$ cat src/rtl/ex_mem.sv
// EX/MEM pipeline register: branch target, ALU, dest-reg select, registered outputs.
// Latency 1 clk; stall holds all outputs, flush (priority) loads a bubble; async reset clears.
module ex_mem (
    input  logic        clk,
    input  logic        rst,
    input  logic [1:0]  ctlwb_in,
    input  logic [2:0]  ctlm_in,
    input  logic        regdst,
    input  logic        alusrc,
    input  logic [1:0]  aluop,
    input  logic [31:0] npc,
    input  logic [31:0] rdata1,
    input  logic [31:0] rdata2,
    input  logic [31:0] s_extend,
    input  logic [4:0]  instr_2016,
    input  logic [4:0]  instr_1511,
    input  logic        valid_in,
    input  logic        stall,
    input  logic        flush,
    output logic [1:0]  wb_ctlout,
    output logic [2:0]  m_ctlout,
    output logic [31:0] add_result,
    output logic [31:0] alu_result,
    output logic        zero,
    output logic [31:0] rdata2out,
    output logic [4:0]  muxout,
    output logic        valid_out,
    output logic        illegal
);

    logic [1:0]  wb_q, wb_d;
    logic [2:0]  m_q, m_d;
    logic [31:0] add_q, add_d;
    logic [31:0] alu_q, alu_d;
    logic        zero_q, zero_d;
    logic [31:0] rd2_q, rd2_d;
    logic [4:0]  mux_q, mux_d;
    logic        valid_q, valid_d;
    logic        illegal_q, illegal_d;

    logic [31:0] op_b;
    logic [31:0] alu_res;
    logic        bad_op;

    always_comb begin
        op_b    = alusrc ? s_extend : rdata2;
        alu_res = 32'd0;
        bad_op  = 1'b0;
        case (aluop)
            2'b00: alu_res = rdata1 + op_b;
            2'b01: alu_res = rdata1 - op_b;
            2'b10: begin
                case (s_extend[5:0])
                    6'b100000: alu_res = rdata1 + op_b;
                    6'b100010: alu_res = rdata1 - op_b;
                    6'b100100: alu_res = rdata1 & op_b;
                    6'b100101: alu_res = rdata1 | op_b;
                    6'b101010: alu_res = ($signed(rdata1) < $signed(op_b)) ? 32'd1 : 32'd0;
                    default:   bad_op  = 1'b1;
                endcase
            end
            default: bad_op = 1'b1;
        endcase
    end

    always_comb begin
        wb_d      = wb_q;
        m_d       = m_q;
        add_d     = add_q;
        alu_d     = alu_q;
        zero_d    = zero_q;
        rd2_d     = rd2_q;
        mux_d     = mux_q;
        valid_d   = valid_q;
        illegal_d = illegal_q;
        if (flush) begin
            wb_d      = 2'b00;
            m_d       = 3'b000;
            add_d     = 32'd0;
            alu_d     = 32'd0;
            zero_d    = 1'b0;
            rd2_d     = 32'd0;
            mux_d     = 5'd0;
            valid_d   = 1'b0;
            illegal_d = 1'b0;
        end else if (!stall) begin
            // Controls are gated by valid so a non-instruction can never write or branch.
            wb_d      = valid_in ? ctlwb_in : 2'b00;
            m_d       = valid_in ? ctlm_in : 3'b000;
            add_d     = npc + {s_extend[29:0], 2'b00};
            alu_d     = alu_res;
            zero_d    = (alu_res == 32'd0);
            rd2_d     = rdata2;
            mux_d     = regdst ? instr_1511 : instr_2016;
            valid_d   = valid_in;
            illegal_d = valid_in & bad_op;
        end
    end

    always_ff @(posedge clk or posedge rst) begin
        if (rst) begin
            wb_q      <= 2'b00;
            m_q       <= 3'b000;
            add_q     <= 32'd0;
            alu_q     <= 32'd0;
            zero_q    <= 1'b0;
            rd2_q     <= 32'd0;
            mux_q     <= 5'd0;
            valid_q   <= 1'b0;
            illegal_q <= 1'b0;
        end else begin
            wb_q      <= wb_d;
            m_q       <= m_d;
            add_q     <= add_d;
            alu_q     <= alu_d;
            zero_q    <= zero_d;
            rd2_q     <= rd2_d;
            mux_q     <= mux_d;
            valid_q   <= valid_d;
            illegal_q <= illegal_d;
        end
    end

    assign wb_ctlout  = wb_q;
    assign m_ctlout   = m_q;
    assign add_result = add_q;
    assign alu_result = alu_q;
    assign zero       = zero_q;
    assign rdata2out  = rd2_q;
    assign muxout     = mux_q;
    assign valid_out  = valid_q;
    assign illegal    = illegal_q;

endmodule

$ cat config.mk
export PLATFORM = sky130hd
export DESIGN_NAME = ex_mem
export DESIGN_NICKNAME = d
export VERILOG_FILES = /design/src/rtl/ex_mem.sv
export SDC_FILE = /design/constraint.sdc
export NUM_CORES = 1
export LEC_CHECK = 0
export BUFFER_PORTS_ARGS = -buffer_cell sky130_fd_sc_hd__buf_2
export CAP_MARGIN = 20
export CORE_AREA = 5 5 159 161
export CTS_CLUSTER_SIZE = 24
export DETAILED_ROUTE_END_ITERATION = 16
export DIE_AREA = 0 0 164 166
export PLACE_DENSITY = 0.74
export SLEW_MARGIN = 0
export SYNTH_ARGS = -nofsm -noshare
export SYNTH_HDL_FRONTEND = slang
export SYNTH_SLANG_ARGS = --single-unit
$ cat constraint.sdc
create_clock -name clk -period 3.5 [get_ports clk]
set_input_delay 0.7 -clock clk [delete_from_list [all_inputs] [get_ports clk]]
set_output_delay 0.7 -clock clk [all_outputs]
set_load 0.01 [all_outputs]
==> metrics.yaml <==
run_status: "finished with violations"
violations: "negative setup slack"
cts_tree: "done"
cell_count_after_placement: 2438
min_period_ns: 4.10
worstPathMaxFanout: 7
final_cell_area_um2: 18400
yosys_warnings: 0
ys_dominant_reg_cell: "dfrtp_1"
worstHoldPathType: "reg2reg"
number_of_flops_mapped_to_enable_cells_by_yosys: 0
place_hpwl_mm: 40.7
overall_routed_net_length_mm: 52.7
clock_insertion_delay_worst_skew_ns: 0.37
numClockSinks: 109
synthesis.area_per_instance_um2: 7.86
clkPwrFrac_pct: 18.8
timing.critical_path.cells: "buf_12 > buf_12 > buf_16 > mux2i_4 > buf_4 > inv_1 > ha_1 > or3_1 > a31oi_1 > a211oi_2 > o211ai_1 > a31oi_1 > mux2i_1 > nor3_2 > nand4_1 > nor4_2 > buf_4 > nand4b_1 > o31ai_1"
setup_viol_count_final: 16
power_leakage_nw: 9.46
critical_path.endpoint_type: "flip-flop"
post_synth_instance_area_um2: 11800
drt-vias-per-instance: 5.94
final.period_utilization_pct: 117
power_switching_share_pct: 40.1
syn-instance-count: 1501
num_rows: 57
synth.yosys.seq_area_share_pct: 23.1
synth_nets: 1799
io_pins: 261
finish.net_count: 2461
dp_worst_setup_slack_ns: -1.14
timing.fmax_mhz: 244
antenna_violating_nets_post_route: 0
grt_start_max_net_pins: 79
critical_path.n_buffers_inverters: 6
final-hold-violation-count: 0
critical_path.top_delay_family: "compound AO/OA/AOI/OAI gates"
post-route-drc-count: 0
internal-power_mw: 3.36
finalSetupTns_ns: -4.40
final.fill_count: 1762
worst_slew_pin_slew_ns: 0.998
asyncSetResetFlopFracSynth_pct: 100
final.setup.worst_slack_ns: -0.603
critical_path_required_ns: 3.78
drt_first_pass_iters: 6
netlist_top_cells_area: "dfrtp_1 23%, ha_1 15%, nor2_1 7.6%"
synth_cell_type_count: 84
dieArea_um2: 27200
path_class: "in2reg"
rsz_0062_raised_after_global_routing: "yes"
worst_ep_arrival_time_ns: 4.38
cts_made_buffers: 9
dieHeight_um: 166
overall_global_routing_usage_pct: 36.9
netlist.area_leader.share_pct: 23.1
cp_slowest_cell: "o211ai_1"
power_per_cell_area_nw_per_um2: 305
drv_cap: 0
maximum_buffer_depth_of_the_clock_tree: 2
layoutNonFillerInstCount: 2495
timing.critical_path.slowest_cell_delay_ns: 0.51
seqPwrFrac_pct: 25.2
finClkSkew_ns: 0
slew_violations: 0
synthDominantAreaCellType: "dfrtp_1"
die-width_um: 164
synth-seq-cells: 109
drt-initial-drc-count: 1229
worstSetupStartpointType: "primary input"
share_comb_of_total_power_pct: 56.0
cts_root_buf: "clkbuf_16"
multi_input_comb_area_um2: 9530
antenna_found_initial: 3
wl_per_cell_um: 21.1
port_buffers: 260
grt_overflow_total: 0
clock_pin_slew_reported_for_the_worst_setup_and_hold_paths_after_clock_tree_synthesis_ns: 0.08
dpl_cell_area_um2: 16700
ir_worst_vdd_mv: 0.287
area_delta_synth_final_pct: 55.9
start_util_pct: 49.5
switchingPower_mw: 2.24
floorplan_core_area_um2: 23800
post_route_cells_drive_above_1_share_pct: 42.9
vias: 14800
htree_levels: 3
final_common_cell: "buf_4"
regArea_um2: 2730
mostFrequentLayoutCells: "453 x buf_4, 257 x buf_2, 230 x nor2_1, 128 x ha_1, 112 x a21oi_1"
worst_slew_margin_rel_pct: 32.5
first_global_vias: 14700
wire_length_of_the_first_global_routing_pass_mm: 80.2
globalplace.congestion: 1.07
==> worst reg2reg max path, cell delays in order (launching register included) <==
cell and delay [ns]:
dfrtp_1 0.37, nand2_1 0.08, o31a_1 0.18, nor2_1 0.06
==> worst paths after layout <==
check / slack (ns) / cells after the start / start / to
setup / recovery: -0.60 / 19 / alusrc / zero
hold / removal: 0.51 / 2 / add_result[30] / add_result[30]
setup reg to reg: 2.66 / 3 / add_result[22] / add_result[22]
hold reg to reg: 0.51 / 2 / add_result[30] / add_result[30]
max in group asynchronous: 2.24 / 3 / rst / alu_result[28]
min in group asynchronous: 0.55 / 2 / rst / add_result[17]
==> Yosys cell counts, types with 4 or more instances <==
cell type / n
nor2_1: 239
a211oi_2: 5
o211a_1: 5
clkbuf_1: 59
a211o_1: 10
a21o_1: 35
a22oi_1: 8
mux2_2: 4
nor4_1: 14
a21oi_1: 132
o311ai_0: 5
a2bb2oi_1: 5
o31ai_1: 9
o21ai_0: 48
a211oi_1: 24
nand4_1: 7
and2_1: 10
ha_1: 143
buf_1: 12
nand2b_1: 24
a2111oi_0: 7
nor2b_1: 14
nand3_1: 28
o21a_1: 11
a221oi_1: 9
a31oi_1: 11
and3_1: 11
nor4bb_1: 5
nor3_1: 30
inv_1: 101
mux2i_1: 89
a41oi_1: 7
o22ai_1: 9
dfrtp_1: 109
buf_2: 11
a221o_1: 10
xnor2_1: 28
or3_1: 9
or2_2: 6
xor2_1: 7
nand2_1: 93
o211ai_1: 13
o21bai_1: 14
nor3b_1: 4
==> cell families (layout without fill, tap and decap cells) <==
group / count (synthesis) / count (layout) / share of synthesized area, %
and+or+nand+nor: 511 / 511 / 20.0
AOI/OAI and AO/OA: 423 / 423 / 24.7
buffers and inverters: 184 / 851 / 5.97
adders and majority gates: 146 / 146 / 15.7
DFF: 109 / 109 / 23.1
muxes: 93 / 93 / 7.94
xor gates and xnor gates: 35 / 35 / 2.60
other: 0 / 3 / 0
==> metal layers <==
layer	up-vias	GRT usage (%)	share of wire [%]
met5	-	0	0
met4	0	21.0	7.3
met3	211	6.48	8.5
met2	907	61.3	47
met1	7009	44.7	37
li1	6688	-	-
==> repair_timing <==
item                                    4_1_cts  5_1_grt
pin swaps                                    45       69
cloned                                        1        0
resized for setup                            99      101
endpoints found under the setup margin       29       30
setup buffers                                23       18
hold buffers                                  0        0
==> power groups by stage <==
| stage | Sequential [mW] | Clock (mW) | Combinational, mW |
|---|---|---|---|
| 2_1_floorplan | 1.47 | 0 | 1.34 |
| 3_3_place_gp | 1.42 | 0 | 2.64 |
| 3_5_place_dp | 1.43 | 0 | 2.69 |
| 4_1_cts | 1.40 | 1.06 | 2.89 |
| 5_1_grt | 1.42 | 1.13 | 3.35 |
| 6_report | 1.41 | 1.05 | 3.14 |
==> sequential cells by signal, indices dropped and copies added (netlist names) <==
register	cells
add_result	32
alu_result	32
illegal	1
m_ctlout	3
muxout	5
rdata2out	32
valid_out	1
wb_ctlout	2
zero	1
==> area by class of cell <==
cell class	instances	share of cell area, %
antenna	3	0.0408
clock buffer	9	1.23
clock inverter	7	0.402
inverter	102	2.12
multi-input combinational	1208	51.9
sequential	109	14.8
tap	324	2.21
timing repair buffer	733	27.3
==> stage by stage <==
stage,power (mW),hold slack (ns),util (%)
final,5.60,0.514,77.2
after floorplan,2.81,0.513,-
after CTS,5.35,0.511,74.5
after global routing,5.90,0.541,77.2
after global placement,4.06,0.485,70.1
after detailed placement,4.11,0.493,70.1
Power figures use the tool's default switching activity.
